File: src/rtl/mem_access_master_if.sv
// Request / write-data / read-data channels between bus-side logic and mem_access_master.
// No logic; carries the valid/ready handshakes plus the done and err pulses.
// master = upstream requester, slave = mem_access_master.
interface mem_access_master_if #(
    parameter int DATA_W = 32,
    parameter int ADDR_W = 8,
    parameter int LEN_W  = 4
);
    logic              req_valid;
    logic              req_ready;
    logic              req_write;
    logic [ADDR_W-1:0] req_addr;
    logic [LEN_W-1:0]  req_len;

    logic              wdata_valid;
    logic              wdata_ready;
    logic [DATA_W-1:0] wdata;

    logic              rdata_valid;
    logic              rdata_ready;
    logic [DATA_W-1:0] rdata;
    logic              rdata_last;

    logic              done;
    logic              err;

    modport master (
        output req_valid, req_write, req_addr, req_len,
        output wdata_valid, wdata,
        output rdata_ready,
        input  req_ready, wdata_ready, rdata_valid, rdata, rdata_last, done, err
    );

    modport slave (
        input  req_valid, req_write, req_addr, req_len,
        input  wdata_valid, wdata,
        input  rdata_ready,
        output req_ready, wdata_ready, rdata_valid, rdata, rdata_last, done, err
    );
endinterface

File: src/rtl/mem_access_master.sv
// Burst sequencer driving a single-port synchronous memory from a request channel.
// Latency: write beats pass straight to the memory pins; reads take RD_LAT+2 cycles per beat; done/err one cycle after the burst.
// Backpressure: wdata_valid gaps pause writes, rdata_ready low holds rdata; build macro MEM_READBACK_VERIFY_EN re-reads every written word.
module mem_access_master #(
    parameter int DATA_W = 32,
    parameter int ADDR_W = 8,
    parameter int DEPTH  = 64,
    parameter int RD_LAT = 1,
    parameter int LEN_W  = 4
) (
    input  logic               clk,
    input  logic               reset,
    mem_access_master_if.slave bus,
    output logic               mem_write_enable,
    output logic [ADDR_W-1:0]  mem_address,
    output logic [DATA_W-1:0]  mem_data_in,
    input  logic [DATA_W-1:0]  mem_data_out
);
    localparam logic [ADDR_W:0]   DEPTH_EXT = (ADDR_W+1)'(DEPTH);
    localparam logic [ADDR_W-1:0] ADDR_LAST = ADDR_W'(DEPTH - 1);
    localparam logic [2:0]        LAT_LAST  = 3'(RD_LAT - 1);

    typedef enum logic [2:0] {
        IDLE     = 3'd0,
        WR_BEAT  = 3'd1,
        RD_ISSUE = 3'd2,
        RD_WAIT  = 3'd3,
`ifdef MEM_READBACK_VERIFY_EN
        RD_RESP  = 3'd4,
        VF_ISSUE = 3'd5,
        VF_WAIT  = 3'd6
`else
        RD_RESP  = 3'd4
`endif
    } state_t;

    state_t            state;
    state_t            state_nxt;
    logic [ADDR_W-1:0] cur;
    logic [LEN_W-1:0]  beats_left;
    logic [2:0]        lat_cnt;
    logic [DATA_W-1:0] rdata_q;
    logic              done_q;
    logic              err_q;
`ifdef MEM_READBACK_VERIFY_EN
    logic [DATA_W-1:0] wdata_q;
`endif

    logic              req_oob;
    logic              last_beat;
    logic              lat_done;
    logic [ADDR_W-1:0] cur_next;

    assign req_oob   = {1'b0, bus.req_addr} >= DEPTH_EXT;
    assign last_beat = (beats_left == '0);
    assign lat_done  = (lat_cnt == LAT_LAST);
    // Bursts wrap inside the array so no address >= DEPTH is ever driven.
    assign cur_next  = (cur == ADDR_LAST) ? '0 : cur + 1'b1;

    // State register.
    always_ff @(posedge clk) begin
        if (reset) state <= IDLE;
        else       state <= state_nxt;
    end

    // Next-state decode.
    always_comb begin
        state_nxt = state;
        case (state)
            IDLE:     if (bus.req_valid && !req_oob)
                          state_nxt = bus.req_write ? WR_BEAT : RD_ISSUE;
`ifdef MEM_READBACK_VERIFY_EN
            WR_BEAT:  if (bus.wdata_valid) state_nxt = VF_ISSUE;
            VF_ISSUE: state_nxt = VF_WAIT;
            VF_WAIT:  if (lat_done) state_nxt = last_beat ? IDLE : WR_BEAT;
`else
            WR_BEAT:  if (bus.wdata_valid && last_beat) state_nxt = IDLE;
`endif
            RD_ISSUE: state_nxt = RD_WAIT;
            RD_WAIT:  if (lat_done) state_nxt = RD_RESP;
            RD_RESP:  if (bus.rdata_ready) state_nxt = last_beat ? IDLE : RD_ISSUE;
            default:  state_nxt = IDLE;
        endcase
    end

    // Burst address, beat/latency counters, read data and the done/err pulses.
    always_ff @(posedge clk) begin
        if (reset) begin
            cur        <= '0;
            beats_left <= '0;
            lat_cnt    <= '0;
            rdata_q    <= '0;
            done_q     <= 1'b0;
            err_q      <= 1'b0;
`ifdef MEM_READBACK_VERIFY_EN
            wdata_q    <= '0;
`endif
        end else begin
            done_q <= 1'b0;
            err_q  <= 1'b0;
            case (state)
                IDLE: begin
                    lat_cnt <= '0;
                    if (bus.req_valid) begin
                        cur        <= bus.req_addr;
                        beats_left <= bus.req_len;
                        if (req_oob) begin
                            done_q <= 1'b1;
                            err_q  <= 1'b1;
                        end
                    end
                end
                WR_BEAT: begin
                    if (bus.wdata_valid) begin
`ifdef MEM_READBACK_VERIFY_EN
                        wdata_q <= bus.wdata;
`else
                        if (last_beat) begin
                            done_q <= 1'b1;
                        end else begin
                            cur        <= cur_next;
                            beats_left <= beats_left - 1'b1;
                        end
`endif
                    end
                end
`ifdef MEM_READBACK_VERIFY_EN
                VF_ISSUE: lat_cnt <= '0;
                VF_WAIT: begin
                    lat_cnt <= lat_cnt + 3'd1;
                    if (lat_done) begin
                        if (mem_data_out != wdata_q) err_q <= 1'b1;
                        if (last_beat) begin
                            done_q <= 1'b1;
                        end else begin
                            cur        <= cur_next;
                            beats_left <= beats_left - 1'b1;
                        end
                    end
                end
`endif
                RD_ISSUE: lat_cnt <= '0;
                RD_WAIT: begin
                    lat_cnt <= lat_cnt + 3'd1;
                    if (lat_done) rdata_q <= mem_data_out;
                end
                RD_RESP: begin
                    if (bus.rdata_ready) begin
                        if (last_beat) begin
                            done_q <= 1'b1;
                        end else begin
                            cur        <= cur_next;
                            beats_left <= beats_left - 1'b1;
                        end
                    end
                end
                default: ;
            endcase
        end
    end

    // Handshake outputs and memory pins; the write strobe is held off while reset is asserted.
    always_comb begin
        bus.req_ready    = (state == IDLE);
        bus.wdata_ready  = (state == WR_BEAT);
        bus.rdata_valid  = (state == RD_RESP);
        bus.rdata_last   = (state == RD_RESP) && last_beat;
        bus.rdata        = rdata_q;
        bus.done         = done_q;
        bus.err          = err_q;
        mem_write_enable = (state == WR_BEAT) && bus.wdata_valid && !reset;
        mem_data_in      = (state == WR_BEAT) ? bus.wdata : '0;
        mem_address      = '0;
        case (state)
            WR_BEAT, RD_ISSUE, RD_WAIT: mem_address = cur;
`ifdef MEM_READBACK_VERIFY_EN
            VF_ISSUE, VF_WAIT:          mem_address = cur;
`endif
            default:                    mem_address = '0;
        endcase
    end
endmodule

File: src/flat_wrapper.sv
// flat-port wrapper written by rule: the top's interface ports become plain ports
module mem_access_master_flat 
#(
    parameter int DATA_W = 32,
    parameter int ADDR_W = 8,
    parameter int DEPTH  = 64,
    parameter int RD_LAT = 1,
    parameter int LEN_W  = 4
)
  (clk, reset, mem_write_enable, mem_address, mem_data_in, mem_data_out, bus_req_valid, bus_req_write, bus_req_addr, bus_req_len, bus_wdata_valid, bus_wdata, bus_rdata_ready, bus_req_ready, bus_wdata_ready, bus_rdata_valid, bus_rdata, bus_rdata_last, bus_done, bus_err);
  mem_access_master_if #(.DATA_W(DATA_W), .ADDR_W(ADDR_W), .LEN_W(LEN_W)) bus_i ();
  input  logic clk;
  input  logic reset;
  output logic mem_write_enable;
  output logic [ADDR_W-1:0] mem_address;
  output logic [DATA_W-1:0] mem_data_in;
  input  logic [DATA_W-1:0] mem_data_out;
  input wire logic [$bits(bus_i.req_valid)-1:0] bus_req_valid;
  input wire logic [$bits(bus_i.req_write)-1:0] bus_req_write;
  input wire logic [$bits(bus_i.req_addr)-1:0] bus_req_addr;
  input wire logic [$bits(bus_i.req_len)-1:0] bus_req_len;
  input wire logic [$bits(bus_i.wdata_valid)-1:0] bus_wdata_valid;
  input wire logic [$bits(bus_i.wdata)-1:0] bus_wdata;
  input wire logic [$bits(bus_i.rdata_ready)-1:0] bus_rdata_ready;
  output wire logic [$bits(bus_i.req_ready)-1:0] bus_req_ready;
  output wire logic [$bits(bus_i.wdata_ready)-1:0] bus_wdata_ready;
  output wire logic [$bits(bus_i.rdata_valid)-1:0] bus_rdata_valid;
  output wire logic [$bits(bus_i.rdata)-1:0] bus_rdata;
  output wire logic [$bits(bus_i.rdata_last)-1:0] bus_rdata_last;
  output wire logic [$bits(bus_i.done)-1:0] bus_done;
  output wire logic [$bits(bus_i.err)-1:0] bus_err;
  assign bus_i.req_valid = bus_req_valid;
  assign bus_i.req_write = bus_req_write;
  assign bus_i.req_addr = bus_req_addr;
  assign bus_i.req_len = bus_req_len;
  assign bus_i.wdata_valid = bus_wdata_valid;
  assign bus_i.wdata = bus_wdata;
  assign bus_i.rdata_ready = bus_rdata_ready;
  assign bus_req_ready = bus_i.req_ready;
  assign bus_wdata_ready = bus_i.wdata_ready;
  assign bus_rdata_valid = bus_i.rdata_valid;
  assign bus_rdata = bus_i.rdata;
  assign bus_rdata_last = bus_i.rdata_last;
  assign bus_done = bus_i.done;
  assign bus_err = bus_i.err;
  mem_access_master #(.DATA_W(DATA_W), .ADDR_W(ADDR_W), .DEPTH(DEPTH), .RD_LAT(RD_LAT), .LEN_W(LEN_W)) u_core (.clk(clk), .reset(reset), .bus(bus_i), .mem_write_enable(mem_write_enable), .mem_address(mem_address), .mem_data_in(mem_data_in), .mem_data_out(mem_data_out));
endmodule
File: config.mk
export PLATFORM = sky130hd
export DESIGN_NAME = mem_access_master_flat
export DESIGN_NICKNAME = d
export VERILOG_FILES = /design/src/rtl/mem_access_master_if.sv /design/src/rtl/mem_access_master.sv /design/src/flat_wrapper.sv
export SDC_FILE = /design/constraint.sdc
export NUM_CORES = 1
export LEC_CHECK = 0
export CORE_MARGIN = 2
export CORE_UTILIZATION = 38
export DETAILED_ROUTE_END_ITERATION = 12
export GPL_ROUTABILITY_DRIVEN = 0
export GPL_TIMING_DRIVEN = 0
export PLACE_DENSITY = 0.86
export SYNTH_ARGS = -nofsm -noshare
export SYNTH_HDL_FRONTEND = slang
export SYNTH_SLANG_ARGS = --single-unit
File: constraint.sdc
create_clock -name clk -period 2 [get_ports clk]
set_input_delay 0.4 -clock clk [delete_from_list [all_inputs] [get_ports clk]]
set_output_delay 0.4 -clock clk [all_outputs]
set_load 0.01 [all_outputs]
==> implementation parameters <==
Parameter                              Value

Floorplanning
  Starting Density ... about 40%
  Area of the core ... just under 0.007 mm²
  Width of the die ... approximately 89 µm
  Die Footprint ... slightly below 0.008 mm²
  Total number of placement rows ... 30
  IO Pins ... around 160
  Height of the chip ... 88.9 µm

Drt
  Via-per-instance ratio ... around 5.3
  Number of DRC violations after detailed routing ... 0
  Drt initial violations ... 192
  Drt total wl ... 9410 µm
  Pre-antenna DRT Iters ... 5
  Number of vias in the routed layout ... between 3000 and 4000
  Number of nets with antenna violations after detailed routing ... 0
  Average wire per cell in the routed design ... between 15 and 20 µm

Critical path
  Crit end category ... primary output
  End point of the critical path ... bus_rdata_last
  Total buffers and inverters traversed by the critical path ... 2
  Maximum fanout along the worst path ... 4
  Crit Path Category ... register to primary output
  Required time worst endpoint ... roughly 1.6 ns
  Logic depth of the worst register-to-register path ... 5
  Slowest CP cell ... dfxtp_2
  Arrival time at the worst endpoint ... ~1.6 ns
  Cell class contributing the biggest share of worst-path delay ... simple AND/OR/NAND/NOR gates
  Critical path depth in cells ... 5
  Reg2reg start ... u_core.cur[0]
  Setup slack on the worst flop-to-flop path ... approximately 0.080 ns
  R2r endpoint ... u_core.cur[3]
  Kind of start point of the critical path ... register
  Worst-path cell chain ... inv_2, ha_4, nor3b_4, and2_1, clkdlybuf4s15_1
  Startpoint of the most critical setup path ... u_core.beats_left[0]
  Critical path's largest stage delay ... between 0.3 and 0.4 ns

Synthesis
  Warnings, synthesis ... 0
  Fraction of registers with async set or reset after synthesis ... 0%
  Primary flip-flop cell chosen by synthesis mapping ... dfxtp_1
  Synth Cell Area ... between 0.002 and 0.003 mm²
  Cell type with the largest total area after synthesis ... dfxtp_1
  Mean post-synth cell area ... 7.96 µm²
  Cell variety after synth ... 54
  Share of the synthesized area in the top cell type ... a little under two fifths
  Sequential fraction of the synthesis area ... around two fifths
  Number of enable-type register cells in the synthesized netlist ... 0
  Gate count after technology mapping ... 344
  Top cells by area, synth ... dfxtp_1 38%, nand2_1 10%, and2_1 9.4%
  Flip-flop and latch count after synthesis ... 52
  Post-synth net total ... 430

STA
  Final hold violations ... 0
  Setup repair after global routing missed its margin ... yes
  Worst Skew ... 0.0144 ns
  Clock period minus final worst setup slack ... 1.96 ns
  Count of pins over their slew limit ... 0
  Worst-case hold slack ... approximately 0.46 ns
  Endpoints failing setup ... 0
  Fmax achieved ... approximately 510 MHz
  Max_slew headroom ... 60.5%
  Measured slew at the worst slew-check pin ... 0.593 ns
  Share of the clock period used by the worst path after layout ... between 90 and 100%

Cells and area
  Commonest cells after routing, fill and taps aside ... 115 x clkdlybuf4s50_1, 75 x nand2_1, 49 x dfxtp_1
  Leading cell type in the layout, fill and taps excluded ... clkdlybuf4s50_1
  Number of cells in the finished layout apart from fillers ... between 600 and 700
  Antenna Cells ... 0
  Ratio of cells with drive above 1 in the final layout ... about 16%
  Number of nets in the layout ... roughly 600
  Area delta synth->final ... 67.0%

Clock network
  Buffer type at the clock tree root ... clkbuf_8
  Maximum level of the CTS H-tree ... 2
  Insertion delay of the later-clocked pin in the worst-skew pair ... 0.32 ns
  Inserted Clock Buffers ... 5
  # clock sinks ... 52
  Number of buffers inserted for hold repair after clock tree synthesis ... 0
  Maximum buffer depth of the clock tree ... 2
  Clock transition time at the flip-flop clock pins of the worst setup and hold paths ... between 0.1 and 0.15 ns
  Clock tree from TritonCTS ... built

Placement
  Detail Placement HPWL ... 6900 µm
  Total of buffers placed on input and output ports ... 160
  DP Cell Count ... 600

GRT
  All-layer global routing usage ... 22.6%
  Residual overflow from global routing ... 0
  Antenna violations before repair ... 0
  Routing usage on met1 ... about a quarter
  Number of global-route vias before repair ... between 3000 and 4000
  First-pass GRT wire length ... around 14000 µm
  Met2 GRT Util ... around two fifths
  Pin count of the biggest net entering global routing ... 20
  Layer with the highest usage after global routing ... met2
  Global routing usage on met3 ... under 10%

Power and ir drop
  Highest ir drop seen on vdd ... around 320 µV
  Leak Pwr ... between 1.5 and 2 nW
  Pwr Density ... ~600 mW/mm²

Job
  Number of max-capacitance violations reported ... 0

Min path
  HP Class ... register to register

Run status
  Run status ... finished, final reports clean
## worst min path at each step
stage,start,to,slack (ns),cells past startpoint
2_1_floorplan,u_core.lat_cnt[2],u_core.lat_cnt[2],0.46,2
3_3_place_gp,u_core.bus.rdata[11],u_core.bus.rdata[11],0.44,2
3_5_place_dp,u_core.bus.rdata[13],u_core.bus.rdata[13],0.45,2
4_1_cts,u_core.bus.rdata[13],u_core.bus.rdata[13],0.46,2
5_1_grt,u_core.bus.rdata[2],u_core.bus.rdata[2],0.48,2
6_report,u_core.bus.rdata[16],u_core.bus.rdata[16],0.46,2
## flip-flops by register name, indices dropped and copies added, names as in the netlist
register,count
u_core.lat_cnt,3
u_core.bus.done,1
u_core.state,3
u_core.bus.err,1
u_core.bus.rdata,32
u_core.cur,8
u_core.beats_left,4
## Yosys cell counts (2+ instances only)
master	count
o31ai_1	5
nor2b_1	3
nand2_1	75
nor3_1	8
a311oi_1	3
o32ai_1	5
dfxtp_1	52
nor2_1	7
o211ai_1	2
o22ai_1	2
o21ai_0	7
a22oi_1	2
and3_1	4
nand2b_1	2
nor4_1	2
buf_2	9
nand3_1	2
mux2i_1	5
nor4b_1	3
a221oi_1	2
o31a_1	2
and2_1	41
a211oi_1	3
nor3b_2	3
ha_1	4
nand4_1	2
a21oi_1	39
o311ai_0	3
clkbuf_1	16
inv_1	7
## stage by stage
| step | worst slack [ns] | instance area, µm² | TNS, ns | utilization [%] | total power [mW] |
|---|---|---|---|---|---|
| 4_1_cts | 0.000702 | 4620 | 0 | 67.2 | 2.74 |
| 6_report | 0.0391 | 4570 | 0 | 66.6 | 2.77 |
| 5_1_grt | -0.0106 | 4570 | -0.0292 | 66.6 | 2.87 |
| 2_1_floorplan | 0.302 | 2740 | 0 | - | 1.59 |
| 3_5_place_dp | -0.500 | 4460 | -14.06 | 64.9 | 2.02 |
| 3_3_place_gp | -0.524 | 4460 | -12.57 | 64.9 | 2.00 |
## power breakdown
part	total, mW	internal (mW)	switching [mW]
clock	0.674	0.265	0.409
combinational	0.938	0.501	0.437
sequential	1.15	1.09	0.0643
## layout make-up
| type | instances | area, µm² |
|---|---|---|
| clock inverters | 3 | 28.8 |
| flip-flops and latches | 52 | 1050 |
| repair buffers | 170 | 1500 |
| clock buffers | 5 | 68.8 |
| plain buffers | 24 | 168 |
| inverters | 7 | 26.3 |
| fillers | 582 | 2300 |
| well taps | 96 | 120 |
| multi-input cells | 259 | 1610 |
## routing by layer
| metal | wire [µm] | vias up |
|---|---|---|
| met1 | 3480 | 1486 |
| met2 | 4890 | 178 |
| met4 | 243 | 0 |
| met3 | 794 | 30 |
| met5 | 0 | - |
| li1 | - | 1549 |
## cells by family (layout without fill, tap and decap cells)
family,after synthesis,count (layout),synth area share [%]
XOR/XNOR,1,1,0.320
flip-flops,52,52,38.0
buffers and inverters,33,209,5.07
adder cells (fa/ha/maj),4,4,1.83
multiplexers,6,6,2.24
AO/OA/AOI/OAI,85,85,20.8
AND/OR/NAND/NOR,163,163,31.7
## timing repair
item	in CTS	in global routing
buffers inserted	6	4
pin swaps	5	1
gates resized for setup	167	23
setup endpoints to repair	45	47
## worst reg2reg max path, stage by stage (launching register included)
cell,delay [ns]
dfxtp_1,0.41
ha_2,0.24
nand4_1,0.20
or4b_4,0.54
a311oi_1,0.28
o32ai_1,0.12
Note: power is estimated with default switching activity, not from simulation.
==> variant 1, RTL diff (config.mk and constraints unchanged) <==
`DEPTH` is set to 64 in 2 places; all go to 32.
--- a/src/rtl/mem_access_master.sv
+++ b/src/rtl/mem_access_master.sv
@@ -4,7 +4,7 @@
 module mem_access_master #(
     parameter int DATA_W = 32,
     parameter int ADDR_W = 8,
-    parameter int DEPTH  = 64,
+    parameter int DEPTH  = 32,
     parameter int RD_LAT = 1,
     parameter int LEN_W  = 4
 ) (
--- a/src/flat_wrapper.sv
+++ b/src/flat_wrapper.sv
@@ -3,7 +3,7 @@
 #(
     parameter int DATA_W = 32,
     parameter int ADDR_W = 8,
-    parameter int DEPTH  = 64,
+    parameter int DEPTH  = 32,
     parameter int RD_LAT = 1,
     parameter int LEN_W  = 4
 )
Check against the original RTL: not equivalent (Yosys sat finds a counterexample within 4 cycles, from zero or initial values and one cycle with reset high).
==> variant 1 against the original RTL <==
Synthesized cell count increased by 2.3%; setup slack got worse by 20 ps; power down 13%; maximum frequency fell by 1.0%; wire length fell by 4.4%; synthesized area is 4.8% lower; design area barely moved; core utilization rose by 1.5 points; via count fell by 1.4%; sequential cell count is the same; highest routed layer unchanged.
==> variant 1: results (changes against the original RTL) <==
[status]
outcome = complete, no violations  ; unchanged

[worst_setup_path]
path_delay_family = compound AO/OA/AOI/OAI gates  ; was simple AND/OR/NAND/NOR gates
r2r-start = u_core.beats_left[0]  ; was u_core.cur[0]
cp_max_fo = 3  ; was 4
crit_path_top_delay_cell = clkdlybuf4s50_1  ; was dfxtp_2
startpoint = bus_req_addr[7]  ; was u_core.beats_left[0]
critPathArrivalTime_ps = 2210  ; was 1560 ps
cpPeakStageDelay_ps = 450  ; was 350 ps

[place]
dp_hpwl_mm = 6.525  ; was 6.895 mm
preCtsSetupSlack_ps = -459.0  ; was -499.8 ps
io_buffers = 159  ; was 160

[drt]
viasPerCell = 5.231  ; was 5.265
dr.pass1.iters = 4  ; was 5
drtIter0Drc = 99  ; was 192
avgRoutedWirePerCell_microns = 14.71  ; was 15.27 microns

[yosys]
synth_edf_count = 0  ; unchanged
yosys-top-cells-area = dfxtp_1 40%, nand2_1 12%, a21oi_1 9.0%  ; was dfxtp_1 38%, nand2_1 10%, and2_1 9.4%
yosys-top-cells-count = 86 x nand2_1, 52 x dfxtp_1, 47 x a21oi_1, 35 x and3_1, 23 x clkbuf_1  ; was 75 x nand2_1, 52 x dfxtp_1, 41 x and2_1, 39 x a21oi_1, 16 x clkbuf_1
yosys_warnings = 0  ; unchanged
seq_area_frac_synth_pct = 39.92  ; was 38.03%
syn_nets = 438  ; was 430
ys_types = 44  ; was 54
synthArstFlopShare_pct = 0  ; unchanged

[pwr]
p_leak_nw = 1.921  ; was 1.787 nW
ir_worst_vdd_uv = 281.1  ; was 316.6 uV
p_sw_share_pct = 23.73  ; was 32.88%

[timing]
worst_pin_slew_ps = 698.5  ; was 592.7 ps
skew_ps = 10.13  ; was 14.38 ps

[worst_hold_path]
hp-class = flip-flop to flip-flop  ; unchanged
worstHoldStart = u_core.bus.rdata[20]  ; was u_core.bus.rdata[16]

[clock_network]
cts_root_buf = clkbuf_8  ; unchanged
htreeDepth = 2  ; unchanged
cts_buffers = 5  ; unchanged
cts_buffer_depth = 2  ; unchanged
clk_latency_ps = 310
clk_pin_slew_worst_paths_ps = 100

[final_layout]
fill_cells = 554  ; was 582
largest_register_ffs = 32  ; unchanged
drive_above_1_share_pct = 16.57  ; was 16.35%
n_antenna_cell = 0  ; unchanged
layout.nets = 617  ; was 605

[floorplanning]
fp.coreArea_sq_mm = 0.006719  ; was 0.006869 sq mm

[global_routing]
grt_pass1_wl_mm = 13.71  ; was 14.17 mm
grt_usage_pct = 22.46  ; was 22.60%
grt_start_max_net_pins = 16  ; was 20
grt_pass1_vias = 3075  ; was 3059
antenna_found_initial = 0  ; unchanged

-- variant 1: cell count changes in the layout (fill, tap and decap cells not counted), moves of 4 or more --
| cell | change |
|---|---|
| and2_1 | -32 |
| and3_1 | +28 |
| nand2_1 | +11 |
| buf_2 | -9 |
| a21oi_1 | +8 |
| clkbuf_2 | +7 |
| nor2_1 | +7 |
| a21o_1 | +5 |
| nand3b_1 | +5 |
| buf_4 | +4 |
| mux2i_1 | -4 |
| o31ai_1 | -4 |
-- variant 1: power groups by stage --
stage / clock [W] / combinational [W] / sequential, W
3_3_place_gp: 0 / 0.000423 / 0.00111
3_5_place_dp: 0 / 0.000431 / 0.00111
4_1_cts: 0.000847 / 0.000453 / 0.00109
2_1_floorplan: 0 / 0.000173 / 0.00111
6_report: 0.000831 / 0.000482 / 0.00109
5_1_grt: 0.000883 / 0.000519 / 0.00110
-- variant 1: metrics by stage --
step,util [%],TNS [ps],std cells,hold WS (ps),cell area (sq um)
3_5_place_dp,63.99,-18600,591,446.3,4299
4_1_cts,66.91,-71.73,604,458.9,4496
6_report,68.10,0,611,456.1,4576
2_1_floorplan,-,0,352,458.2,2608
3_3_place_gp,63.99,-17790,591,441.4,4299
5_1_grt,68.10,-202.1,611,474.5,4576
-- variant 1: repair_timing --
item	in CTS	in global routing
resized for setup	177	24
pin swaps	3	4
setup buffers	7	8
endpoints found under the setup margin	54	62
hold endpoints to repair	0	0
-- variant 1: layer usage --
metal  GRT usage [%]  vias to the layer above  wire length (microns)
met1           26.63                     1446                   3517
li1                -                     1568                      -
met2           40.94                      172                   4512
met3           5.143                       10                    893
met4           4.972                        0                     67
met5               0                        -                      0
-- variant 1: area by class of cell --
type	count	share of cell area, %
inverter	8	0.7383
multi-input combinational	265	32.95
tap	80	2.188
clock inverter	2	1.313
timing repair buffer	174	34.18
clock buffer	5	1.504
sequential	52	22.92
buffer	25	4.211
-- variant 1: worst min-delay path: stages (launching register included) --
cell	delay, ps
dfxtp_1	320
nand2_1	50
a21oi_1	50
-- variant 1: cell families after synthesis --
family                     after synthesis  share of synthesized area, %
and+or+nand+nor                        175                         32.49
AOI/OAI and AO/OA                       83                         19.15
adders and majority gates                4                         1.919
muxes                                    2                        0.8157
xor gates and xnor gates                 1                        0.3360
buffers and inverters                   35                         5.374
DFF                                     52                         39.92
-- variant 1: path summary, 6_finish.rpt --
check                                            end  slack [ps]  cells after the start
worst max-delay path                 u_core.state[0]          20                      6
worst min-delay path            u_core.bus.rdata[20]         460                      2
worst max register to register         u_core.cur[1]          80                      9
worst min register to register  u_core.bus.rdata[20]         460                      2
==> variant 2, RTL diff (same flow settings) <==
Without the edit above. Reset style: asynchronous (`reset`), changed in 2 clocked blocks.
--- a/src/rtl/mem_access_master.sv
+++ b/src/rtl/mem_access_master.sv
@@ -58,7 +58,7 @@
     assign cur_next  = (cur == ADDR_LAST) ? '0 : cur + 1'b1;
 
     // State register.
-    always_ff @(posedge clk) begin
+    always_ff @(posedge clk or posedge reset) begin
         if (reset) state <= IDLE;
         else       state <= state_nxt;
     end
@@ -84,7 +84,7 @@
     end
 
     // Burst address, beat/latency counters, read data and the done/err pulses.
-    always_ff @(posedge clk) begin
+    always_ff @(posedge clk or posedge reset) begin
         if (reset) begin
             cur        <= '0;
             beats_left <= '0;
Function: differs if reset is asserted again (counterexample within 4 cycles, from zero or initial values and one cycle with reset high); with reset held inactive, the same outputs for 10 cycles.
==> variant 2 against the original RTL <==
The run now ends with setup timing left; sequential cell count unchanged; clock skew shrank 7.4 ps; wire length down 0.39%; die area rose by 2.0%; first-iteration DRC count shrank 59%; design area up 6.9%; cell count is 10% lower; core utilization grew 1.5 points; synthesized area rose by 2.1%; hold slack got worse by 83 ps; non-clock buffer count grew 3; setup slack worse by 100 ps; critical path type unchanged; highest routed layer unchanged.
Power is not compared: it rests on default switching activity, and its combinational part moved more than twofold at a synthesized area within 25%.
==> variant 2: results (changes against the original RTL) <==
[yosys]
ys_types = 52  ; was 54
synthArstFlopShare_pct = 100.0  ; was 0%
synth_compound_area_share_pct = 13.34  ; was 20.80%
synth.area.mux_share_pct = 14.77  ; was 2.239%
seq_area_frac_synth_pct = 46.55  ; was 38.03%
yosys-top-cells-count = 52 x dfrtp_1, 36 x and2_1, 29 x mux2_1, 15 x o21ai_0, 13 x inv_1  ; was 75 x nand2_1, 52 x dfxtp_1, 41 x and2_1, 39 x a21oi_1, 16 x clkbuf_1
synthAdderAreaFrac_pct = 1.791  ; was 1.828%
synth_ff_type = dfrtp_1  ; was dfxtp_1
yosys-top-cells-area = dfrtp_1 47%, mux2_1 12%, and2_1 8.1%  ; was dfxtp_1 38%, nand2_1 10%, and2_1 9.4%

[place]
dp_hpwl_mm = 6.500  ; was 6.895 mm
placedCellCount = 523  ; was 600
preCtsSetupSlack_ps = -1318  ; was -499.8 ps
place_area_sq_mm = 0.004524  ; was 0.004459 sq mm

[clock_network]
clk_pin_slew_worst_paths_ps = 90  ; was 110 ps
clk_latency_ps = 300  ; was 320 ps

[status]
outcome = complete, but fails checks  ; was complete, no violations
violations = setup timing

[timing]
finalWorstSetupSlack_ps = -61.61  ; was 39.10 ps
setup_viol = 15  ; was 0
fin_setup_tns_ps = -575.6  ; was 0 ps
max_slew_margin_pct = 53.39  ; was 60.49%
skew_ps = 6.956  ; was 14.38 ps

[global_routing]
grt_pass1_vias = 2696  ; was 3059
globalRouteMet1Util_pct = 29.28  ; was 25.46%
met2_usage_pct = 37.75  ; was 40.50%
grt_pass1_wl_mm = 14.60  ; was 14.17 mm
grt_usage_pct = 22.29  ; was 22.60%

[drt]
met1_length_mm = 3.756  ; was 3.482 mm
drtIter0Drc = 79  ; was 192
dr_wl_met2_mm = 4.741  ; was 4.885 mm
dr.pass1.iters = 4  ; was 5
met3_length_microns = 670  ; was 794 microns
routed_wl_mm = 9.368  ; was 9.405 mm
route.vias.total = 2830  ; was 3243

[final_layout]
nNonClkBuffers = 197  ; was 194
layout.nets = 539  ; was 605
multi_input_area_share_pct = 30.28  ; was 35.21%
clock_area_share_pct = 1.817  ; was 2.134%
seq_share_pct = 26.62  ; was 22.90%
multiInputGateArea_sq_mm = 0.001480  ; was 0.001610 sq mm
finish.utilization_pct = 68.13  ; was 66.58%
post_layout_nonfiller_instances = 553  ; was 616
drive_above_1_share_pct = 27.09  ; was 16.35%
nFlopsAndLatches = 52  ; unchanged
nNonClkInverters = 16  ; was 7
bufAreaShareNonClock_pct = 37.34  ; was 36.55%
n_clock_buffer = 6  ; was 5

[worst_setup_path]
critPathArrivalTime_ps = 1660  ; was 1560 ps
startpoint = u_core.state[0]  ; was u_core.beats_left[0]
r2r-start = u_core.state[2]  ; was u_core.cur[0]
path_delay_family = buffers and inverters  ; was simple AND/OR/NAND/NOR gates
crit_path_top_delay_cell = dfrtp_1  ; was dfxtp_2
cpPeakStageDelay_ps = 390  ; was 350 ps
cp_max_fo = 9  ; was 4

[worst_hold_path]
hp-class = primary input to async pin  ; was flip-flop to flip-flop

-- variant 2: cell count changes in the layout (fill, tap and decap cells not counted), moves of 8 or more --
cell      before  now
nand2_1       75    6
dfxtp_1       49    0
and2_1        41   24
a21oi_1       39    5
clkbuf_1      11    3
buf_6          5   17
o21ai_0        7   15
inv_1          4   12
and2_4         0   12
mux2_1         0   29
buf_2         38   23
buf_4          9   17
dfrtp_1        0   52
-- variant 2: final timing paths --
check | to | slack, ps | cells past startpoint
max in group asynchronous | u_core.bus.err | 1160 | 3
hold / removal | u_core.bus.rdata[27] | 380 | 2
hold reg to reg | u_core.bus.rdata[22] | 490 | 1
setup / recovery | mem_data_in[10] | -60 | 8
min in group clk | u_core.bus.rdata[22] | 490 | 1
setup reg to reg | u_core.beats_left[0] | 70 | 7
-- variant 2: timing repair --
action / in CTS / in global routing
gates resized for setup: 183 / 59
pin swaps: 5 / 10
endpoints found under the setup margin: 85 / 78
gates cloned: 3 / 1
buffers inserted: 14 / 5
